[src/rtl/ctrl_encode_def.sv]
// ---------------------------------------------------------------------------
// ctrl_encode_def
// Shared decoder/pipeline control encodings: next-PC ops, write-data selects,
// ALU operation codes, data-memory access types, the EX control bundle and
// the ID/EX register update selector.
// ---------------------------------------------------------------------------
package ctrl_encode_def;

    // next-PC operation
    localparam logic [2:0] NPC_PLUS4  = 3'b000;
    localparam logic [2:0] NPC_BRANCH = 3'b001;
    localparam logic [2:0] NPC_JUMP   = 3'b010;
    localparam logic [2:0] NPC_JALR   = 3'b100;

    // register write-data select
    localparam logic [1:0] WDSel_FromALU = 2'b00;
    localparam logic [1:0] WDSel_FromMEM = 2'b01;
    localparam logic [1:0] WDSel_FromPC  = 2'b10;

    // ALU operations
    localparam logic [4:0] ALUOp_nop   = 5'b00000;
    localparam logic [4:0] ALUOp_lui   = 5'b00001;
    localparam logic [4:0] ALUOp_auipc = 5'b00010;
    localparam logic [4:0] ALUOp_add   = 5'b00011;
    localparam logic [4:0] ALUOp_sub   = 5'b00100;
    localparam logic [4:0] ALUOp_beq   = 5'b00101;
    localparam logic [4:0] ALUOp_bne   = 5'b00110;
    localparam logic [4:0] ALUOp_blt   = 5'b00111;
    localparam logic [4:0] ALUOp_bge   = 5'b01000;
    localparam logic [4:0] ALUOp_bltu  = 5'b01001;
    localparam logic [4:0] ALUOp_bgeu  = 5'b01010;
    localparam logic [4:0] ALUOp_slt   = 5'b01011;
    localparam logic [4:0] ALUOp_sltu  = 5'b01100;
    localparam logic [4:0] ALUOp_xor   = 5'b01101;
    localparam logic [4:0] ALUOp_or    = 5'b01110;
    localparam logic [4:0] ALUOp_and   = 5'b01111;
    localparam logic [4:0] ALUOp_sll   = 5'b10000;
    localparam logic [4:0] ALUOp_srl   = 5'b10001;
    localparam logic [4:0] ALUOp_sra   = 5'b10010;

    // data-memory access type
    localparam logic [2:0] dm_word              = 3'b000;
    localparam logic [2:0] dm_halfword          = 3'b001;
    localparam logic [2:0] dm_halfword_unsigned = 3'b010;
    localparam logic [2:0] dm_byte              = 3'b011;
    localparam logic [2:0] dm_byte_unsigned     = 3'b100;

    typedef struct packed {
        logic       reg_write;
        logic       mem_write;
        logic       mem_read;
        logic       alu_src;
        logic [4:0] alu_op;
        logic [2:0] npc_op;
        logic [1:0] wd_sel;
        logic [2:0] dm_type;
    } ex_ctrl_t;

    // Control bundle of an empty EX slot: no side effects, sequential next PC.
    localparam ex_ctrl_t CTRL_BUBBLE = '{
        reg_write: 1'b0,
        mem_write: 1'b0,
        mem_read:  1'b0,
        alu_src:   1'b0,
        alu_op:    ALUOp_nop,
        npc_op:    NPC_PLUS4,
        wd_sel:    WDSel_FromALU,
        dm_type:   dm_word
    };

    // upd sel     | meaning
    // UPD_LOAD    | capture the ID slot
    // UPD_HOLD    | freeze registers and counters
    // UPD_BUBBLE  | load-use bubble, bubble_cnt += 1
    // UPD_FLUSH   | redirect flush, flush_cnt += 1
    typedef enum logic [1:0] {
        UPD_LOAD   = 2'd0,
        UPD_HOLD   = 2'd1,
        UPD_BUBBLE = 2'd2,
        UPD_FLUSH  = 2'd3
    } upd_sel_t;

endpackage

[src/rtl/id_ex_stage_if.sv]
// ---------------------------------------------------------------------------
// id_ex_stage_if
// ID-side inputs, EX-side registered outputs and upstream control of the
// ID/EX stage.
//   master : decode/EX environment (drives id_*, ex_redirect, ex_hold)
//   slave  : id_ex_stage (drives ex_*, load_use_stall, write enables)
// ---------------------------------------------------------------------------
interface id_ex_stage_if #(parameter int XLEN = 32);

    logic            id_valid;
    logic [XLEN-1:0] id_pc;
    logic [4:0]      id_rs1;
    logic [4:0]      id_rs2;
    logic [4:0]      id_rd;
    logic            id_uses_rs1;
    logic            id_uses_rs2;
    logic [XLEN-1:0] id_rd1;
    logic [XLEN-1:0] id_rd2;
    logic [XLEN-1:0] id_imm;
    logic            id_reg_write;
    logic            id_mem_write;
    logic            id_mem_read;
    logic            id_alu_src;
    logic [4:0]      id_alu_op;
    logic [2:0]      id_npc_op;
    logic [1:0]      id_wd_sel;
    logic [2:0]      id_dm_type;
    logic            ex_redirect;
    logic            ex_hold;

    logic            ex_valid;
    logic [XLEN-1:0] ex_pc;
    logic [XLEN-1:0] ex_rd1;
    logic [XLEN-1:0] ex_rd2;
    logic [XLEN-1:0] ex_imm;
    logic [4:0]      ex_rs1;
    logic [4:0]      ex_rs2;
    logic [4:0]      ex_rd;
    logic            ex_reg_write;
    logic            ex_mem_write;
    logic            ex_mem_read;
    logic            ex_alu_src;
    logic [4:0]      ex_alu_op;
    logic [2:0]      ex_npc_op;
    logic [1:0]      ex_wd_sel;
    logic [2:0]      ex_dm_type;
    logic            load_use_stall;
    logic            pc_write_en;
    logic            if_id_write_en;

    modport master (
        output id_valid, id_pc, id_rs1, id_rs2, id_rd, id_uses_rs1, id_uses_rs2,
               id_rd1, id_rd2, id_imm, id_reg_write, id_mem_write, id_mem_read,
               id_alu_src, id_alu_op, id_npc_op, id_wd_sel, id_dm_type,
               ex_redirect, ex_hold,
        input  ex_valid, ex_pc, ex_rd1, ex_rd2, ex_imm, ex_rs1, ex_rs2, ex_rd,
               ex_reg_write, ex_mem_write, ex_mem_read, ex_alu_src, ex_alu_op,
               ex_npc_op, ex_wd_sel, ex_dm_type,
               load_use_stall, pc_write_en, if_id_write_en
    );

    modport slave (
        input  id_valid, id_pc, id_rs1, id_rs2, id_rd, id_uses_rs1, id_uses_rs2,
               id_rd1, id_rd2, id_imm, id_reg_write, id_mem_write, id_mem_read,
               id_alu_src, id_alu_op, id_npc_op, id_wd_sel, id_dm_type,
               ex_redirect, ex_hold,
        output ex_valid, ex_pc, ex_rd1, ex_rd2, ex_imm, ex_rs1, ex_rs2, ex_rd,
               ex_reg_write, ex_mem_write, ex_mem_read, ex_alu_src, ex_alu_op,
               ex_npc_op, ex_wd_sel, ex_dm_type,
               load_use_stall, pc_write_en, if_id_write_en
    );

endinterface

[src/rtl/hazard_detect.sv]
// ---------------------------------------------------------------------------
// hazard_detect
// Combinational load-use compare between the ID instruction's sources and a
// load sitting in EX.
//   id_valid, id_rs1/2, id_uses_rs1/2 : ID instruction
//   ex_valid, ex_mem_read, ex_rd      : instruction currently in EX
//   load_use_stall                    : ID must wait one cycle
// ---------------------------------------------------------------------------
module hazard_detect (
    input  logic       id_valid,
    input  logic [4:0] id_rs1,
    input  logic [4:0] id_rs2,
    input  logic       id_uses_rs1,
    input  logic       id_uses_rs2,
    input  logic       ex_valid,
    input  logic       ex_mem_read,
    input  logic [4:0] ex_rd,
    output logic       load_use_stall
);

    logic rs1_hit;
    logic rs2_hit;

    assign rs1_hit = id_uses_rs1 & (id_rs1 == ex_rd);
    assign rs2_hit = id_uses_rs2 & (id_rs2 == ex_rd);

    // x0 is hard-wired to zero, so a load targeting it never blocks anything
    assign load_use_stall = id_valid & ex_valid & ex_mem_read & (ex_rd != 5'd0)
                          & (rs1_hit | rs2_hit);

endmodule

[src/rtl/id_ex_stage.sv]
// ---------------------------------------------------------------------------
// id_ex_stage
// ID/EX pipeline register with load-use bubble insertion, redirect flush and
// saturating bubble/flush event counters.
//   clk, rst    : rising-edge clock, asynchronous active-high reset
//   bus (slave) : id_* captured into ex_*, ex_redirect/ex_hold control,
//                 load_use_stall and pc/if_id write enables back upstream
//   bubble_cnt  : load-use bubbles inserted (saturating)
//   flush_cnt   : redirect flushes taken (saturating)
// ---------------------------------------------------------------------------
module id_ex_stage
    import ctrl_encode_def::*;
#(
    parameter int XLEN  = 32,
    parameter int CNT_W = 16
) (
    input  logic             clk,
    input  logic             rst,
    id_ex_stage_if.slave     bus,
    output logic [CNT_W-1:0] bubble_cnt,
    output logic [CNT_W-1:0] flush_cnt
);

    localparam logic [CNT_W-1:0] CNT_ONE = {{(CNT_W-1){1'b0}}, 1'b1};

    logic            valid_q;
    logic [XLEN-1:0] pc_q;
    logic [XLEN-1:0] rd1_q;
    logic [XLEN-1:0] rd2_q;
    logic [XLEN-1:0] imm_q;
    logic [4:0]      rs1_q;
    logic [4:0]      rs2_q;
    logic [4:0]      rd_q;
    ex_ctrl_t        ctrl_q;
    ex_ctrl_t        id_ctrl;
    logic            stall;
    logic            upstream_en;
    upd_sel_t        upd;

    assign id_ctrl = '{
        reg_write: bus.id_reg_write,
        mem_write: bus.id_mem_write,
        mem_read:  bus.id_mem_read,
        alu_src:   bus.id_alu_src,
        alu_op:    bus.id_alu_op,
        npc_op:    bus.id_npc_op,
        wd_sel:    bus.id_wd_sel,
        dm_type:   bus.id_dm_type
    };

    hazard_detect u_hazard (
        .id_valid       (bus.id_valid),
        .id_rs1         (bus.id_rs1),
        .id_rs2         (bus.id_rs2),
        .id_uses_rs1    (bus.id_uses_rs1),
        .id_uses_rs2    (bus.id_uses_rs2),
        .ex_valid       (valid_q),
        .ex_mem_read    (ctrl_q.mem_read),
        .ex_rd          (rd_q),
        .load_use_stall (stall)
    );

    // A redirect must let upstream load the new target even while stalled.
    assign upstream_en = bus.ex_redirect | ~(stall | bus.ex_hold);

    always_comb begin
        upd = UPD_LOAD;
        if (bus.ex_redirect)  upd = UPD_FLUSH;
        else if (bus.ex_hold) upd = UPD_HOLD;
        else if (stall)       upd = UPD_BUBBLE;
    end

    always_ff @(posedge clk or posedge rst) begin
        if (rst) begin
            valid_q <= 1'b0;
            pc_q    <= '0;
            rd1_q   <= '0;
            rd2_q   <= '0;
            imm_q   <= '0;
            rs1_q   <= '0;
            rs2_q   <= '0;
            rd_q    <= '0;
            ctrl_q  <= '0;
        end else begin
            case (upd)
                UPD_LOAD: begin
                    valid_q <= bus.id_valid;
                    pc_q    <= bus.id_pc;
                    rd1_q   <= bus.id_rd1;
                    rd2_q   <= bus.id_rd2;
                    imm_q   <= bus.id_imm;
                    rs1_q   <= bus.id_rs1;
                    rs2_q   <= bus.id_rs2;
                    rd_q    <= bus.id_rd;
                    // an empty ID slot must not carry side effects into EX
                    ctrl_q  <= bus.id_valid ? id_ctrl : CTRL_BUBBLE;
                end
                UPD_BUBBLE, UPD_FLUSH: begin
                    valid_q <= 1'b0;
                    pc_q    <= '0;
                    rd1_q   <= '0;
                    rd2_q   <= '0;
                    imm_q   <= '0;
                    rs1_q   <= '0;
                    rs2_q   <= '0;
                    rd_q    <= '0;
                    ctrl_q  <= CTRL_BUBBLE;
                end
                default: begin
                end
            endcase
        end
    end

    always_ff @(posedge clk or posedge rst) begin
        if (rst) begin
            bubble_cnt <= '0;
            flush_cnt  <= '0;
        end else begin
            if (upd == UPD_BUBBLE && bubble_cnt != '1)
                bubble_cnt <= bubble_cnt + CNT_ONE;
            if (upd == UPD_FLUSH && flush_cnt != '1)
                flush_cnt <= flush_cnt + CNT_ONE;
        end
    end

    assign bus.ex_valid       = valid_q;
    assign bus.ex_pc          = pc_q;
    assign bus.ex_rd1         = rd1_q;
    assign bus.ex_rd2         = rd2_q;
    assign bus.ex_imm         = imm_q;
    assign bus.ex_rs1         = rs1_q;
    assign bus.ex_rs2         = rs2_q;
    assign bus.ex_rd          = rd_q;
    assign bus.ex_reg_write   = ctrl_q.reg_write;
    assign bus.ex_mem_write   = ctrl_q.mem_write;
    assign bus.ex_mem_read    = ctrl_q.mem_read;
    assign bus.ex_alu_src     = ctrl_q.alu_src;
    assign bus.ex_alu_op      = ctrl_q.alu_op;
    assign bus.ex_npc_op      = ctrl_q.npc_op;
    assign bus.ex_wd_sel      = ctrl_q.wd_sel;
    assign bus.ex_dm_type     = ctrl_q.dm_type;
    assign bus.load_use_stall = stall;
    assign bus.pc_write_en    = upstream_en;
    assign bus.if_id_write_en = upstream_en;

endmodule

[src/flat_wrapper.sv]
// flat-port wrapper written by rule: the top's interface ports become plain ports
module id_ex_stage_flat import ctrl_encode_def::*;
#(
    parameter int XLEN  = 32,
    parameter int CNT_W = 16
)
  (clk, rst, bubble_cnt, flush_cnt, bus_id_valid, bus_id_pc, bus_id_rs1, bus_id_rs2, bus_id_rd, bus_id_uses_rs1, bus_id_uses_rs2, bus_id_rd1, bus_id_rd2, bus_id_imm, bus_id_reg_write, bus_id_mem_write, bus_id_mem_read, bus_id_alu_src, bus_id_alu_op, bus_id_npc_op, bus_id_wd_sel, bus_id_dm_type, bus_ex_redirect, bus_ex_hold, bus_ex_valid, bus_ex_pc, bus_ex_rd1, bus_ex_rd2, bus_ex_imm, bus_ex_rs1, bus_ex_rs2, bus_ex_rd, bus_ex_reg_write, bus_ex_mem_write, bus_ex_mem_read, bus_ex_alu_src, bus_ex_alu_op, bus_ex_npc_op, bus_ex_wd_sel, bus_ex_dm_type, bus_load_use_stall, bus_pc_write_en, bus_if_id_write_en);
  id_ex_stage_if #(.XLEN(XLEN)) bus_i ();
  input  logic clk;
  input  logic rst;
  output logic [CNT_W-1:0] bubble_cnt;
  output logic [CNT_W-1:0] flush_cnt;
  input wire logic [$bits(bus_i.id_valid)-1:0] bus_id_valid;
  input wire logic [$bits(bus_i.id_pc)-1:0] bus_id_pc;
  input wire logic [$bits(bus_i.id_rs1)-1:0] bus_id_rs1;
  input wire logic [$bits(bus_i.id_rs2)-1:0] bus_id_rs2;
  input wire logic [$bits(bus_i.id_rd)-1:0] bus_id_rd;
  input wire logic [$bits(bus_i.id_uses_rs1)-1:0] bus_id_uses_rs1;
  input wire logic [$bits(bus_i.id_uses_rs2)-1:0] bus_id_uses_rs2;
  input wire logic [$bits(bus_i.id_rd1)-1:0] bus_id_rd1;
  input wire logic [$bits(bus_i.id_rd2)-1:0] bus_id_rd2;
  input wire logic [$bits(bus_i.id_imm)-1:0] bus_id_imm;
  input wire logic [$bits(bus_i.id_reg_write)-1:0] bus_id_reg_write;
  input wire logic [$bits(bus_i.id_mem_write)-1:0] bus_id_mem_write;
  input wire logic [$bits(bus_i.id_mem_read)-1:0] bus_id_mem_read;
  input wire logic [$bits(bus_i.id_alu_src)-1:0] bus_id_alu_src;
  input wire logic [$bits(bus_i.id_alu_op)-1:0] bus_id_alu_op;
  input wire logic [$bits(bus_i.id_npc_op)-1:0] bus_id_npc_op;
  input wire logic [$bits(bus_i.id_wd_sel)-1:0] bus_id_wd_sel;
  input wire logic [$bits(bus_i.id_dm_type)-1:0] bus_id_dm_type;
  input wire logic [$bits(bus_i.ex_redirect)-1:0] bus_ex_redirect;
  input wire logic [$bits(bus_i.ex_hold)-1:0] bus_ex_hold;
  output wire logic [$bits(bus_i.ex_valid)-1:0] bus_ex_valid;
  output wire logic [$bits(bus_i.ex_pc)-1:0] bus_ex_pc;
  output wire logic [$bits(bus_i.ex_rd1)-1:0] bus_ex_rd1;
  output wire logic [$bits(bus_i.ex_rd2)-1:0] bus_ex_rd2;
  output wire logic [$bits(bus_i.ex_imm)-1:0] bus_ex_imm;
  output wire logic [$bits(bus_i.ex_rs1)-1:0] bus_ex_rs1;
  output wire logic [$bits(bus_i.ex_rs2)-1:0] bus_ex_rs2;
  output wire logic [$bits(bus_i.ex_rd)-1:0] bus_ex_rd;
  output wire logic [$bits(bus_i.ex_reg_write)-1:0] bus_ex_reg_write;
  output wire logic [$bits(bus_i.ex_mem_write)-1:0] bus_ex_mem_write;
  output wire logic [$bits(bus_i.ex_mem_read)-1:0] bus_ex_mem_read;
  output wire logic [$bits(bus_i.ex_alu_src)-1:0] bus_ex_alu_src;
  output wire logic [$bits(bus_i.ex_alu_op)-1:0] bus_ex_alu_op;
  output wire logic [$bits(bus_i.ex_npc_op)-1:0] bus_ex_npc_op;
  output wire logic [$bits(bus_i.ex_wd_sel)-1:0] bus_ex_wd_sel;
  output wire logic [$bits(bus_i.ex_dm_type)-1:0] bus_ex_dm_type;
  output wire logic [$bits(bus_i.load_use_stall)-1:0] bus_load_use_stall;
  output wire logic [$bits(bus_i.pc_write_en)-1:0] bus_pc_write_en;
  output wire logic [$bits(bus_i.if_id_write_en)-1:0] bus_if_id_write_en;
  assign bus_i.id_valid = bus_id_valid;
  assign bus_i.id_pc = bus_id_pc;
  assign bus_i.id_rs1 = bus_id_rs1;
  assign bus_i.id_rs2 = bus_id_rs2;
  assign bus_i.id_rd = bus_id_rd;
  assign bus_i.id_uses_rs1 = bus_id_uses_rs1;
  assign bus_i.id_uses_rs2 = bus_id_uses_rs2;
  assign bus_i.id_rd1 = bus_id_rd1;
  assign bus_i.id_rd2 = bus_id_rd2;
  assign bus_i.id_imm = bus_id_imm;
  assign bus_i.id_reg_write = bus_id_reg_write;
  assign bus_i.id_mem_write = bus_id_mem_write;
  assign bus_i.id_mem_read = bus_id_mem_read;
  assign bus_i.id_alu_src = bus_id_alu_src;
  assign bus_i.id_alu_op = bus_id_alu_op;
  assign bus_i.id_npc_op = bus_id_npc_op;
  assign bus_i.id_wd_sel = bus_id_wd_sel;
  assign bus_i.id_dm_type = bus_id_dm_type;
  assign bus_i.ex_redirect = bus_ex_redirect;
  assign bus_i.ex_hold = bus_ex_hold;
  assign bus_ex_valid = bus_i.ex_valid;
  assign bus_ex_pc = bus_i.ex_pc;
  assign bus_ex_rd1 = bus_i.ex_rd1;
  assign bus_ex_rd2 = bus_i.ex_rd2;
  assign bus_ex_imm = bus_i.ex_imm;
  assign bus_ex_rs1 = bus_i.ex_rs1;
  assign bus_ex_rs2 = bus_i.ex_rs2;
  assign bus_ex_rd = bus_i.ex_rd;
  assign bus_ex_reg_write = bus_i.ex_reg_write;
  assign bus_ex_mem_write = bus_i.ex_mem_write;
  assign bus_ex_mem_read = bus_i.ex_mem_read;
  assign bus_ex_alu_src = bus_i.ex_alu_src;
  assign bus_ex_alu_op = bus_i.ex_alu_op;
  assign bus_ex_npc_op = bus_i.ex_npc_op;
  assign bus_ex_wd_sel = bus_i.ex_wd_sel;
  assign bus_ex_dm_type = bus_i.ex_dm_type;
  assign bus_load_use_stall = bus_i.load_use_stall;
  assign bus_pc_write_en = bus_i.pc_write_en;
  assign bus_if_id_write_en = bus_i.if_id_write_en;
  id_ex_stage #(.XLEN(XLEN), .CNT_W(CNT_W)) u_core (.clk(clk), .rst(rst), .bus(bus_i), .bubble_cnt(bubble_cnt), .flush_cnt(flush_cnt));
endmodule
[config.mk]
export PLATFORM = sky130hd
export DESIGN_NAME = id_ex_stage_flat
export DESIGN_NICKNAME = d
export VERILOG_FILES = /design/src/rtl/ctrl_encode_def.sv /design/src/rtl/id_ex_stage_if.sv /design/src/rtl/hazard_detect.sv /design/src/rtl/id_ex_stage.sv /design/src/flat_wrapper.sv
export SDC_FILE = /design/constraint.sdc
export NUM_CORES = 1
export LEC_CHECK = 0
export CAP_MARGIN = 20
export CORE_AREA = 2 2 139 141
export DETAILED_ROUTE_END_ITERATION = 16
export DIE_AREA = 0 0 141 143
export GPL_TIMING_DRIVEN = 0
export PLACE_DENSITY = 0.76
export SLEW_MARGIN = 0
export SYNTH_ARGS = -nofsm -noshare
export SYNTH_HDL_FRONTEND = slang
export SYNTH_SLANG_ARGS = --single-unit
[constraint.sdc]
create_clock -name clk -period 15.02 [get_ports clk]
set_input_delay 1.502 -clock clk [delete_from_list [all_inputs] [get_ports clk]]
set_output_delay 1.502 -clock clk [all_outputs]
set_load 0.01 [all_outputs]
## Yosys cells after proc, flatten, opt, wreduce, memory -nomap -nowiden

Cells that the tools add are included.

| word-level totals | value |
|---|---|
| flip-flop bits (word level) | 193 |
| input port bits | 167 |
| output and inout bits | 196 |
| word-level logic and storage cells | 55 |

| operators by class | value |
|---|---|
| $add $sub $neg | 2 |
| equality and inequality tests | 6 |
| muxes and demuxes | 13 |
| bitwise operators | 10 |
| reduce and logical (&&, ||, !) cells | 6 |

Operators with widths:

| operator | count |
|---|---|
| 32-bit case mux with 2 select lines | 4 |
| 17-bit case mux with 2 select lines | 1 |
| 16-bit by 1-bit adder with 16-bit output (second input constant) | 2 |
| 16-bit inequality test (second input constant) | 2 |
| 5-bit case mux with 2 select lines | 3 |
| 17-bit 2-to-1 mux | 1 |
| 5-bit == test | 2 |
| 1-bit AND | 6 |
| 2-bit 2-to-1 mux | 3 |
| 5-bit nonzero test | 1 |
| 2-bit == test (second input constant) | 2 |
| 1-bit bitwise OR | 3 |
| 1-bit logical AND | 2 |
| 2-bit zero test | 1 |
| 1-bit case mux with 2 select lines | 1 |
| 2-bit nonzero test | 1 |
| 2-bit OR reduction | 1 |
| 1-bit NOT | 1 |

## Logic depth before layout (Yosys ltp)

Gate-level depths: netlist (run 1).

| logic depth | value |
|---|---|
| depth in word-level cells | 10 |
| depth in mapped cells | 7 |
| gate-level depth less buffers | 6 |

## By module

A second synthesis (run 1) with hierarchy kept.

| unflattened totals | value |
|---|---|
| cell total of the unflattened synthesis | 522 |
| area, all modules | 7,417.1 sq um |

Modules (own cells, without submodules):

| module | times used | cells an instance | area each (sq um) | sequential area each (sq um) |
|---|---|---|---|---|
| id_ex_stage | 1 | 505 | 7,285.7 | 4,829.6 |
| hazard_detect | 1 | 17 | 131.4 | 0.0 |

## Worst setup path before layout (run 1)

No wires, ideal clock.

| timing path | value |
|---|---|
| path kind | input to output |
| start | in bus_id_rs2[2] |
| end | out bus_pc_write_en |
| arrival time | 2.671 ns |
| data required time | 13.518 ns |
| slack | 10.847 ns |
| stages | 6 |
| buffers on the path | 1 |
| path through | xnor2_1 -> nand4_1 -> o22ai_2 -> and2_1 -> o21bai_1 -> buf_4 |

| between the ends | value |
|---|---|
| longest elaborated chain between the ends | 7 |

Ends and longest elaborated chain:

| item | RTL line | text |
|---|---|---|
| from (decl) | flat_wrapper.sv:16 | `input wire logic [$bits(bus_i.id_rs2)-1:0] bus_id_rs2;` |
| 5-bit == test | hazard_detect.sv:25 | `assign rs2_hit = id_uses_rs2 & (id_rs2 == ex_rd);` |
| 1-bit AND | hazard_detect.sv:25 |  |
| 1-bit bitwise OR | hazard_detect.sv:29 | `& (rs1_hit \| rs2_hit);` |
| 1-bit AND | hazard_detect.sv:29 |  |
| net bus_load_use_stall | flat_wrapper.sv:49 | `output wire logic [$bits(bus_i.load_use_stall)-1:0] bus_load_use_stall;` |
| 1-bit bitwise OR | id_ex_stage.sv:64 | `assign upstream_en = bus.ex_redirect \| ~(stall \| bus.ex_hold);` |
| 1-bit NOT | id_ex_stage.sv:64 |  |
| 1-bit bitwise OR | id_ex_stage.sv:64 |  |
| to (decl) | flat_wrapper.sv:50 | `output wire logic [$bits(bus_i.pc_write_en)-1:0] bus_pc_write_en;` |

The timed path passes the listed nets, and every way through them passes these cells.

## Worst setup path after layout (run 1)

| timing path | value |
|---|---|
| start | in bus_id_rs2[2] |
| end | out bus_pc_write_en |

| between the ends | value |
|---|---|
| longest elaborated chain between the ends | 7 |

Ends and longest elaborated chain:

| item | RTL line |
|---|---|
| 5-bit == test | hazard_detect.sv:25 |
| 1-bit AND | hazard_detect.sv:25 |
| 1-bit bitwise OR | hazard_detect.sv:29 |
| 1-bit AND | hazard_detect.sv:29 |
| 1-bit bitwise OR | id_ex_stage.sv:64 |
| 1-bit NOT | id_ex_stage.sv:64 |
| 1-bit bitwise OR | id_ex_stage.sv:64 |

No other way between the ends.

==> metrics.txt, run 1 <==
port bufs 362; sequential fraction of the synthesis area 0.6569; ANT nets after route 0; area of the multi-input gates 0.002330 sq mm; syn nets 699; via count 6074; count of final hold-check violations 0; outcome finished clean; HPWL Detailed 17340 microns; Antenna diodes 0; total gr overflow 0; layout cell share with drive strength beyond 1 0.05946; CTS Hold Bufs 0; Area Growth Syn to Fin 61.76%; clk_lat worst skew 0.42 ns; Root Buffer clkbuf_16; Worst Setup End Kind output pin; drt first pass iters 6; Sw Ratio 0.2509; DRT iter0 DRCs 200; Setup crit start bus_id_rs2[2]; number of synthesized register bits 193; Tmin final 5.380 ns; layout net count 1081; fin cells 1159; Slew headroom 0.3937; reg-to-reg critical path startpoint u_core.bus.ex_rd[2]; share of flip-flops with an asynchronous set or reset 1.000; RSZ-0062 raised after global routing false; Avg Inst Size Synth 13.87 sq um; final setup fails 0; RePlAce Congestion 0.8139; CP Max Fanout 10; gr usage total 0.2254; Initial Util 0.3957; largest net degree at the start of global routing 101; CORE AREA 0.01858 sq mm; min-delay worst type reg -> reg; Post-CTS Setup Bufs 0; post-route clock period utilization 0.3582; area of the mapped netlist 0.007352 sq mm; f_max 185.9 MHz; crit path kind in -> out; clock sink count 193; synth unique cells 37; crit start category input port; most common cell after layout, fill and taps aside clkdlybuf4s50_1; CTS H-tree lvls 4; WL/cell 20.10 microns; chip width 141 microns; DIE AREA 0.02016 sq mm; sequential share of power 0.463; top_reg_cell synth dfrtp_1; CTS buffer count 17; cell count after synthesis 530; sequential cell area 0.004830 sq mm; row count 50; Resize count post-CTS 0; commonest non-fill, non-tap cells in the layout clkdlybuf4s50_1 (362), dfrtp_1 (193), a22o_1 (160); Max clock buf depth 2; Slew Viols, Final 0; PwrDens 104.6 mW/mm^2; hold_sp u_core.flush_cnt[4]; vias in the first global route 6089; Vias/cell 5.241; Cell Count Post-Placement 1127; Fin Setup TNS 0 ns; CP required 13.52 ns; io pins 363; clk_skew 0.01188 ns; leak pwr 5.235 nW; Worst Path Arrival 3.88 ns; DRC violations left 0; synth warn 0; Sw Pwr 0.3120 mW; clock share of power 0.368; first-pass GRT wire length 34980 microns; drt total wl 23290 microns; Pint 0.9314 mW; max-cap violations 0; Combinational Power Share 0.169; Fillers 1442; register clock-pin slew on the reported worst setup and hold paths 0.07 ns; number of flops mapped to enable cells by yosys 0; Max IR drop VDD 0.00007046 V; Die Span Y 143 microns; Worst-Margin Slew 0.9011 ns; initial antenna violation count 0; CTS tree done
-- area by class of cell --
type,instances,share of cell area
buffer,36,0.01526
clock buffer,21,0.03872
clock inverter,11,0.01084
inverter,3,0.001578
multi-input combinational,298,0.1959
sequential,193,0.4061
tap,234,0.02462
timing repair buffer,363,0.3070
-- critical path: stages --
cell and delay [ns]:
clkdlybuf4s50_1 0.57, xnor2_1 0.15, nand4_1 0.15, o22ai_2 0.54, and2_1 0.25, o21bai_1 0.10, buf_4 0.14, clkdlybuf4s50_1 0.47
-- flip-flops by register name, indices dropped and copies added (netlist names), 2 cells and up --
name and flops:
u_core.bus.ex_pc 32, u_core.flush_cnt 16, u_core.bus.ex_alu_op 5, u_core.bus.ex_dm_type 3
u_core.bus.ex_wd_sel 2, u_core.bus.ex_rs2 5, u_core.bus.ex_imm 32, u_core.bus.ex_rd1 32
u_core.bus.ex_rd2 32, u_core.bus.ex_rd 5, u_core.bubble_cnt 16, u_core.bus.ex_rs1 5
u_core.bus.ex_npc_op 3
-- metrics by stage --
step	setup WS, ns	instance area, sq um	hold WS (ns)	util	total power, mW
finish	9.640	11890	0.4927	0.6401	1.243
global route	9.556	11890	0.5171	0.6401	1.291
CTS	9.641	11890	0.4917	0.6401	1.255
detailed placement	9.673	11300	0.4810	0.6084	0.7970
global placement	5.740	11270	0.4748	0.6065	0.7926
floorplan	8.262	7352	0.5154	-	0.6595
-- worst paths after layout --
kind	end	slack, ns	cells after the start
min in group asynchronous	u_core.bus.ex_imm[28]	1.56	2
max in group asynchronous	u_core.bus.ex_pc[1]	12.55	3
worst max-delay path	bus_pc_write_en	9.64	8
worst max register to register	u_core.bus.ex_rd1[30]	12.71	6
worst min register to register	u_core.flush_cnt[4]	0.49	1
worst min-delay path	u_core.flush_cnt[4]	0.49	1
-- power by group through the flow --
stage	sequential [mW]	clock, mW	combinational, mW
global route	0.580	0.487	0.224
detailed placement	0.585	0	0.212
floorplan	0.598	0	0.0610
global placement	0.585	0	0.208
CTS	0.576	0.466	0.213
finish	0.576	0.458	0.210
-- logic make-up (layout without fill, tap and decap cells) --
logic type | count (synthesis) | count (layout) | synth area share
compound gates | 172 | 172 | 0.2041
buf+inv | 39 | 434 | 0.02621
mux | 2 | 2 | 0.003063
fa+ha+maj | 2 | 2 | 0.003403
simple gates | 84 | 84 | 0.06110
flops | 193 | 193 | 0.6569
xor+xnor | 38 | 38 | 0.04527
-- layer usage --
metal  global-route usage  vias up  wire length [microns]
li1                     -     2772                      -
met1               0.2788     3030                   9638
met2               0.3843      242                  11630
met3              0.06640       30                   1605
met4              0.06842        0                    413
met5                    0        -                      0
-- synth_stat cells (3+ instances only) --
library cell  count  area [sq um]
a22o_1          160          1401
and3_1            6         37.54
and4_1            4         35.03
buf_2             7         35.03
buf_4            10         75.07
clkbuf_1         19         71.32
dfrtp_1         193          4830
inv_1             3         11.26
nand2_1          13         48.80
nand3_1          17         85.08
nand4_1          13         81.33
nor2_1           13         48.80
nor3_1            5         25.02
xnor2_1          30         262.8
xor2_1            8         70.07
Note: power is estimated with default switching activity, not from simulation.
==> inputs of run 2 (changes only) <==
- CORE_AREA: 2 2 139 141 -> default
- CORE_UTILIZATION: default -> 37
- DIE_AREA: 0 0 141 143 -> default
- PLACE_DENSITY: 0.76 -> 0.74
- clock period: 15.02 -> 4.5 ns (I/O delays scaled with it)
==> run 2 against run 1 <==
  * Cell count increased by 3.0%
  * Sequential power rose to 3.3 times the previous value
  * Clock-buffer cell count down 4
  * Critical endpoint unchanged
  * Largest cell class unchanged
  * Largest power group unchanged
==> metrics.txt, run 2 (synthesis gave the netlist of run 1 again) <==
Initial Util 0.3778 (was 0.3957); drt total wl 22480 microns (was 23290 microns); R2R cell count 7 (was 6); DIE AREA 0.02044 sq mm (was 0.02016 sq mm); Slew Viols, Final 0 (unchanged); crit start category input port (unchanged); CORE AREA 0.01946 sq mm (was 0.01858 sq mm); CTS Hold Bufs 0 (unchanged); CP required 4.05 ns (was 13.52 ns); register clock-pin slew on the reported worst setup and hold paths 0.07 ns (about the same); ANT nets after route 0 (unchanged); via count 6029 (was 6074); CP Max Fanout 10 (unchanged); final worst slack 1.310 ns (was 9.640 ns); Area Growth Syn to Fin 63.14% (was 61.76%); PwrDens 340.2 mW/mm^2 (was 104.6 mW/mm^2); Slew headroom 0.4155 (was 0.3937); Setup WS pre-CTS 1.319 ns (was 9.673 ns); port bufs 362 (unchanged); clock sink count 193 (unchanged); total gr overflow 0 (unchanged); first-pass GRT wire length 33230 microns (was 34980 microns); Fillers 1530 (was 1442); final setup fails 0 (unchanged); WL/cell 18.82 microns (was 20.10 microns); largest net degree at the start of global routing 44 (was 101); most common cell after layout, fill and taps aside clkdlybuf4s50_1 (unchanged); layout net count 1085 (was 1081); final core area utilization 0.6163 (was 0.6401); RePlAce Congestion 0.7876 (was 0.8139); min-delay worst type in -> async (was reg -> reg); reg-to-reg critical path startpoint u_core.bus.ex_rd[0] (was u_core.bus.ex_rd[2]); Post-CTS Setup Bufs 0 (unchanged); clk_skew 0.01267 ns (was 0.01188 ns); Vias/cell 5.049 (was 5.241); Area after DPL 0.01142 sq mm (was 0.01130 sq mm); io pins 363 (unchanged); Fin Setup TNS 0 ns (unchanged); CTS H-tree lvls 4 (unchanged); initial antenna violation count 0 (unchanged); f_max 313.5 MHz; drt first pass iters 4 (was 6); Resize count post-CTS 0 (unchanged); Worst-Margin Slew 0.8688 ns (was 0.9011 ns); row count 51 (was 50); count of final hold-check violations 0 (unchanged); layout cell share with drive strength beyond 1 0.06566 (was 0.05946); commonest non-fill, non-tap cells in the layout clkdlybuf4s50_1 (362), dfrtp_1 (193), a22o_1 (160) (unchanged); leak pwr 5.264 nW (was 5.235 nW); Worst Setup End Kind output pin (unchanged); DRC violations left 0 (unchanged); clk_lat worst skew 0.42 ns (about the same); cell area after layout 0.01199 sq mm (was 0.01189 sq mm); R2R Setup Slk 2.19 ns (was 12.71 ns); outcome finished clean (unchanged); reg2reg end u_core.bus.ex_rd1[16] (was u_core.bus.ex_rd1[30]); RSZ-0062 raised after global routing false (unchanged); Setup crit start bus_id_rs2[0] (was bus_id_rs2[2]); vias in the first global route 5869 (was 6089); Root Buffer clkbuf_16 (unchanged); HPWL Detailed 17350 microns (was 17340 microns); chip width 143.0 microns (was 141 microns); Antenna diodes 0 (unchanged); gr usage total 0.2151 (was 0.2254); crit path kind in -> out (unchanged); CTS tree done (unchanged); max-cap violations 0 (unchanged); critical path endpoint bus_pc_write_en (unchanged); Die Span Y 143.0 microns (was 143 microns); DRT iter0 DRCs 225 (was 200); post-route clock period utilization 0.7088; Max IR drop VDD 0.0002245 V (was 0.00007046 V); CTS buffer count 17 (unchanged); Tmin final 3.190 ns; Worst Path Arrival 2.74 ns (was 3.88 ns); Max clock buf depth 2 (unchanged)
run 2: cell types whose count changed in the layout (fill, tap and decap cells not counted), moves of 2 or more:
cell / before / now
clkbuf_1: 21 / 19
clkbuf_8: 2 / 0
clkinv_8: 0 / 3
buf_12: 0 / 4
inv_6: 2 / 5
bufinv_16: 2 / 0
run 2: metal layers:
metal	share of wire	wire, microns	track usage
met1	0.40	9019	0.2527
met2	0.49	11080	0.3646
met3	0.085	1919	0.07612
met4	0.021	461	0.07187
met5	0	0	0
run 2: how the worst min path moves through the flow:
stage                        start                    end  slack, ns  depth (start not counted)
2_1_floorplan  u_core.flush_cnt[4]    u_core.flush_cnt[4]       0.52                          1
3_3_place_gp   u_core.flush_cnt[4]    u_core.flush_cnt[4]       0.47                          1
3_5_place_dp   u_core.flush_cnt[4]    u_core.flush_cnt[4]       0.48                          1
4_1_cts                        rst  u_core.bus.ex_imm[14]       0.30                          2
5_1_grt                        rst  u_core.bus.ex_imm[14]       0.33                          2
6_report                       rst  u_core.bus.ex_imm[23]       0.32                          2
run 2: per-stage QoR:
step / power [mW] / hold WS (ns) / std cells
4_1_cts: 4.131 / 0.3048 / 1194
2_1_floorplan: 2.202 / 0.5154 / 530
3_3_place_gp: 2.643 / 0.4745 / 1157
5_1_grt: 4.249 / 0.3279 / 1194
3_5_place_dp: 2.666 / 0.4830 / 1162
6_report: 4.081 / 0.3215 / 1194
run 2: critical path, cell delays in order:
cell and delay, ns:
clkdlybuf4s50_1 0.52, xnor2_1 0.15, nand4_1 0.16, o22ai_2 0.53, and2_1 0.24, o21bai_1 0.09
buf_4 0.13, clkdlybuf4s50_1 0.46
run 2: final cells by class:
type	instances	area, sq um	area share
flip-flops and latches	193	4830	0.4027
repair buffers	367	3731	0.3111
multi-input cells	298	2330	0.1942
clock buffers	17	425.4	0.03547
well taps	265	331.6	0.02764
plain buffers	36	181.4	0.01513
clock inverters	15	150.1	0.01252
inverters	3	15.01	0.001252
run 2: report_power, final:
part           switching [mW]  internal [mW]
registers              0.0842           1.84
clock network           0.717          0.739
logic                   0.281          0.419
total                    1.08           3.00
==> inputs of run 3 (changes only) <==
- clock period: 4.5 -> 2.7 ns (I/O delays scaled with it)
==> run 3 against run 2 <==
  * Sequential cell count unchanged
  * Via count rose by 0.78%
  * Global-route usage is 0.12 points higher
  * Non-clock buffer count increased by 4
  * First-iteration DRC count decreased by 9.3%
  * Sequential share of layout area is 0.14 points lower
  * Clock skew about the same
  * Critical endpoint unchanged
==> metrics.txt, run 3 (synthesis gave the netlist of run 1 again) <==
f_max 383.0 MHz; CTS H-tree lvls 4 (unchanged); Worst path top cell family by delay simple AND/OR/NAND/NOR gates (was buffers and inverters); ANT nets after route 0 (unchanged); reg-to-reg critical path startpoint u_core.bus.ex_rd[2] (was u_core.bus.ex_rd[0]); largest net degree at the start of global routing 44 (unchanged); Vias/cell 5.072 (was 5.049); final setup fails 0 (unchanged); HPWL Detailed 17350 microns (unchanged); CTS buffer count 17 (unchanged); Cell Count Post-Placement 1162 (unchanged); Worst-Margin Slew 0.8591 ns (was 0.8688 ns); Antenna diodes 0 (unchanged); most common cell after layout, fill and taps aside clkdlybuf4s50_1 (unchanged); CP Max Fanout 4 (was 10); drt first pass iters 4 (unchanged); first-pass GRT wire length 33460 microns (was 33230 microns); Worst Path Arrival 2.34 ns (was 2.74 ns); crit start category flop (was input port); commonest non-fill, non-tap cells in the layout clkdlybuf4s50_1 (360), dfrtp_1 (191), a22o_1 (160) (was clkdlybuf4s50_1 (362), dfrtp_1 (193), a22o_1 (160)); RSZ-0062 raised after global routing false (unchanged); outcome finished clean (unchanged); Max clock buf depth 2 (unchanged); Area Growth Syn to Fin 63.80% (was 63.14%); clk_lat worst skew 0.42 ns (about the same); WL/cell 18.82 microns (about the same); row count 51 (unchanged); initial antenna violation count 0 (unchanged); clock sink count 193 (unchanged); io pins 363 (unchanged); crit path buf inv count 2 (was 3); layout net count 1089 (was 1085); final core area utilization 0.6188 (was 0.6163); CTS tree done (unchanged); Setup crit start u_core.bus.ex_rd[2] (was bus_id_rs2[0]); Slew headroom 0.4220 (was 0.4155); PwrDens 565.4 mW/mm^2 (was 340.2 mW/mm^2); leak pwr 5.283 nW (was 5.264 nW); worst hold margin 0.1409 ns (was 0.3215 ns); CTS Hold Bufs 0 (unchanged); Cell Chain, Critical Path or4_4 -> o21a_4 -> and2_1 -> o21bai_1 -> buf_4 -> dlygate4sd2_1 (was clkdlybuf4s50_1 -> xnor2_1 -> nand4_1 -> o22ai_2 -> and2_1 -> o21bai_1 -> buf_4 -> clkdlybuf4s50_1); DIE AREA 0.02044 sq mm (unchanged); DRC violations left 0 (unchanged); via count 6076 (was 6029); R2R Setup Slk 0.50 ns (was 2.19 ns); chip width 143.0 microns (unchanged); Initial Util 0.3778 (unchanged); R2R cell count 6 (was 7); crit path kind reg -> out (was in -> out); DRT iter0 DRCs 204 (was 225); vias in the first global route 5925 (was 5869); post-route clock period utilization 0.9671; count of final hold-check violations 0 (unchanged); gr usage total 0.2163 (was 0.2151); fin cells 1198 (was 1194); max-cap violations 0 (unchanged); total gr overflow 0 (unchanged); CP required 2.43 ns (was 4.05 ns); clk_skew 0.01262 ns (was 0.01267 ns); Root Buffer clkbuf_16 (unchanged); Slew Viols, Final 0 (unchanged); min-delay worst type in -> async (unchanged); Die Span Y 143.0 microns (unchanged); port bufs 362 (unchanged); register clock-pin slew on the reported worst setup and hold paths 0.07 ns (about the same); reg2reg end u_core.bus.ex_rd1[16] (unchanged); Max IR drop VDD 0.0003782 V (was 0.0002245 V); Worst path slowest cell or4_4 (was o22ai_2); CORE AREA 0.01946 sq mm (unchanged); RePlAce Congestion 0.7876 (unchanged); drt total wl 22550 microns (was 22480 microns); Tmin final 2.611 ns; slowest stage delay, CP 0.53 ns (about the same); Worst Setup End Kind output pin (unchanged); layout cell share with drive strength beyond 1 0.07395 (was 0.06566)
[run 3: cell count changes in the layout (fill, tap and decap cells not counted), moves of 2 or more]
cell and change:
clkdlybuf4s50_1 -2, dfrtp_1 -2, buf_4 +4, dlygate4sd2_1 +2, dfrtp_2 +2
[run 3: metal layers]
layer  global-route usage  vias to the layer above  share of wire
li1                     -                     2799              -
met1               0.2537                     2995           0.40
met2               0.3666                      247           0.49
met3              0.07109                       35          0.084
met4              0.08263                        0          0.024
met5                    0                        -              0
[run 3: worst register-to-register path, stage by stage (launching register included)]
cell	delay [ns]
dfrtp_2	0.44
or4_4	0.53
o21a_4	0.24
a21oi_4	0.31
buf_4	0.26
buf_4	0.21
a22o_1	0.16
[run 3: repair_timing]
item / in CTS / in global routing
setup buffers: 4 / 0
resized for setup: 8 / 0
setup endpoints to repair: 3 / 0
[run 3: layout make-up]
| class | instances | area [sq um] |
|---|---|---|
| multi-input combinational | 298 | 2349 |
| fill | 1523 | 7420 |
| tap | 265 | 331.6 |
| buffer | 36 | 181.4 |
| inverter | 3 | 15.01 |
| clock buffer | 17 | 425.4 |
| timing repair buffer | 371 | 3759 |
| clock inverter | 15 | 150.1 |
| sequential | 193 | 4832 |
[run 3: metrics by stage]
stage / setup slack (ns) / total power [mW] / instance area, sq um / TNS, ns
floorplan: -0.06042 / 3.669 / 7356 / -11.66
global placement: -1.599 / 4.406 / 11310 / -314.06
detailed placement: -0.2086 / 4.444 / 11420 / -12.62
CTS: 0.07434 / 6.894 / 12040 / 0
global route: 0.01712 / 7.085 / 12040 / 0
finish: 0.08880 / 6.809 / 12040 / 0
[run 3: report_power, final]
part | internal, mW | switching, mW
combinational | 0.703 | 0.474
clock | 1.23 | 1.19
sequential | 3.07 | 0.139
total | 5.00 | 1.81
[run 3: worst max-delay path by stage]
| stage | endpoint | slack [ns] | depth (start not counted) |
|---|---|---|---|
| 2_1_floorplan | u_core.bubble_cnt[0] | -0.06 | 1 |
| 5_1_grt | bus_pc_write_en | 0.02 | 6 |
| 6_report | bus_pc_write_en | 0.09 | 6 |
| 3_5_place_dp | u_core.bus.ex_rd1[1] | -0.21 | 6 |
| 4_1_cts | bus_pc_write_en | 0.07 | 6 |
| 3_3_place_gp | u_core.bus.ex_rd1[9] | -1.60 | 2 |
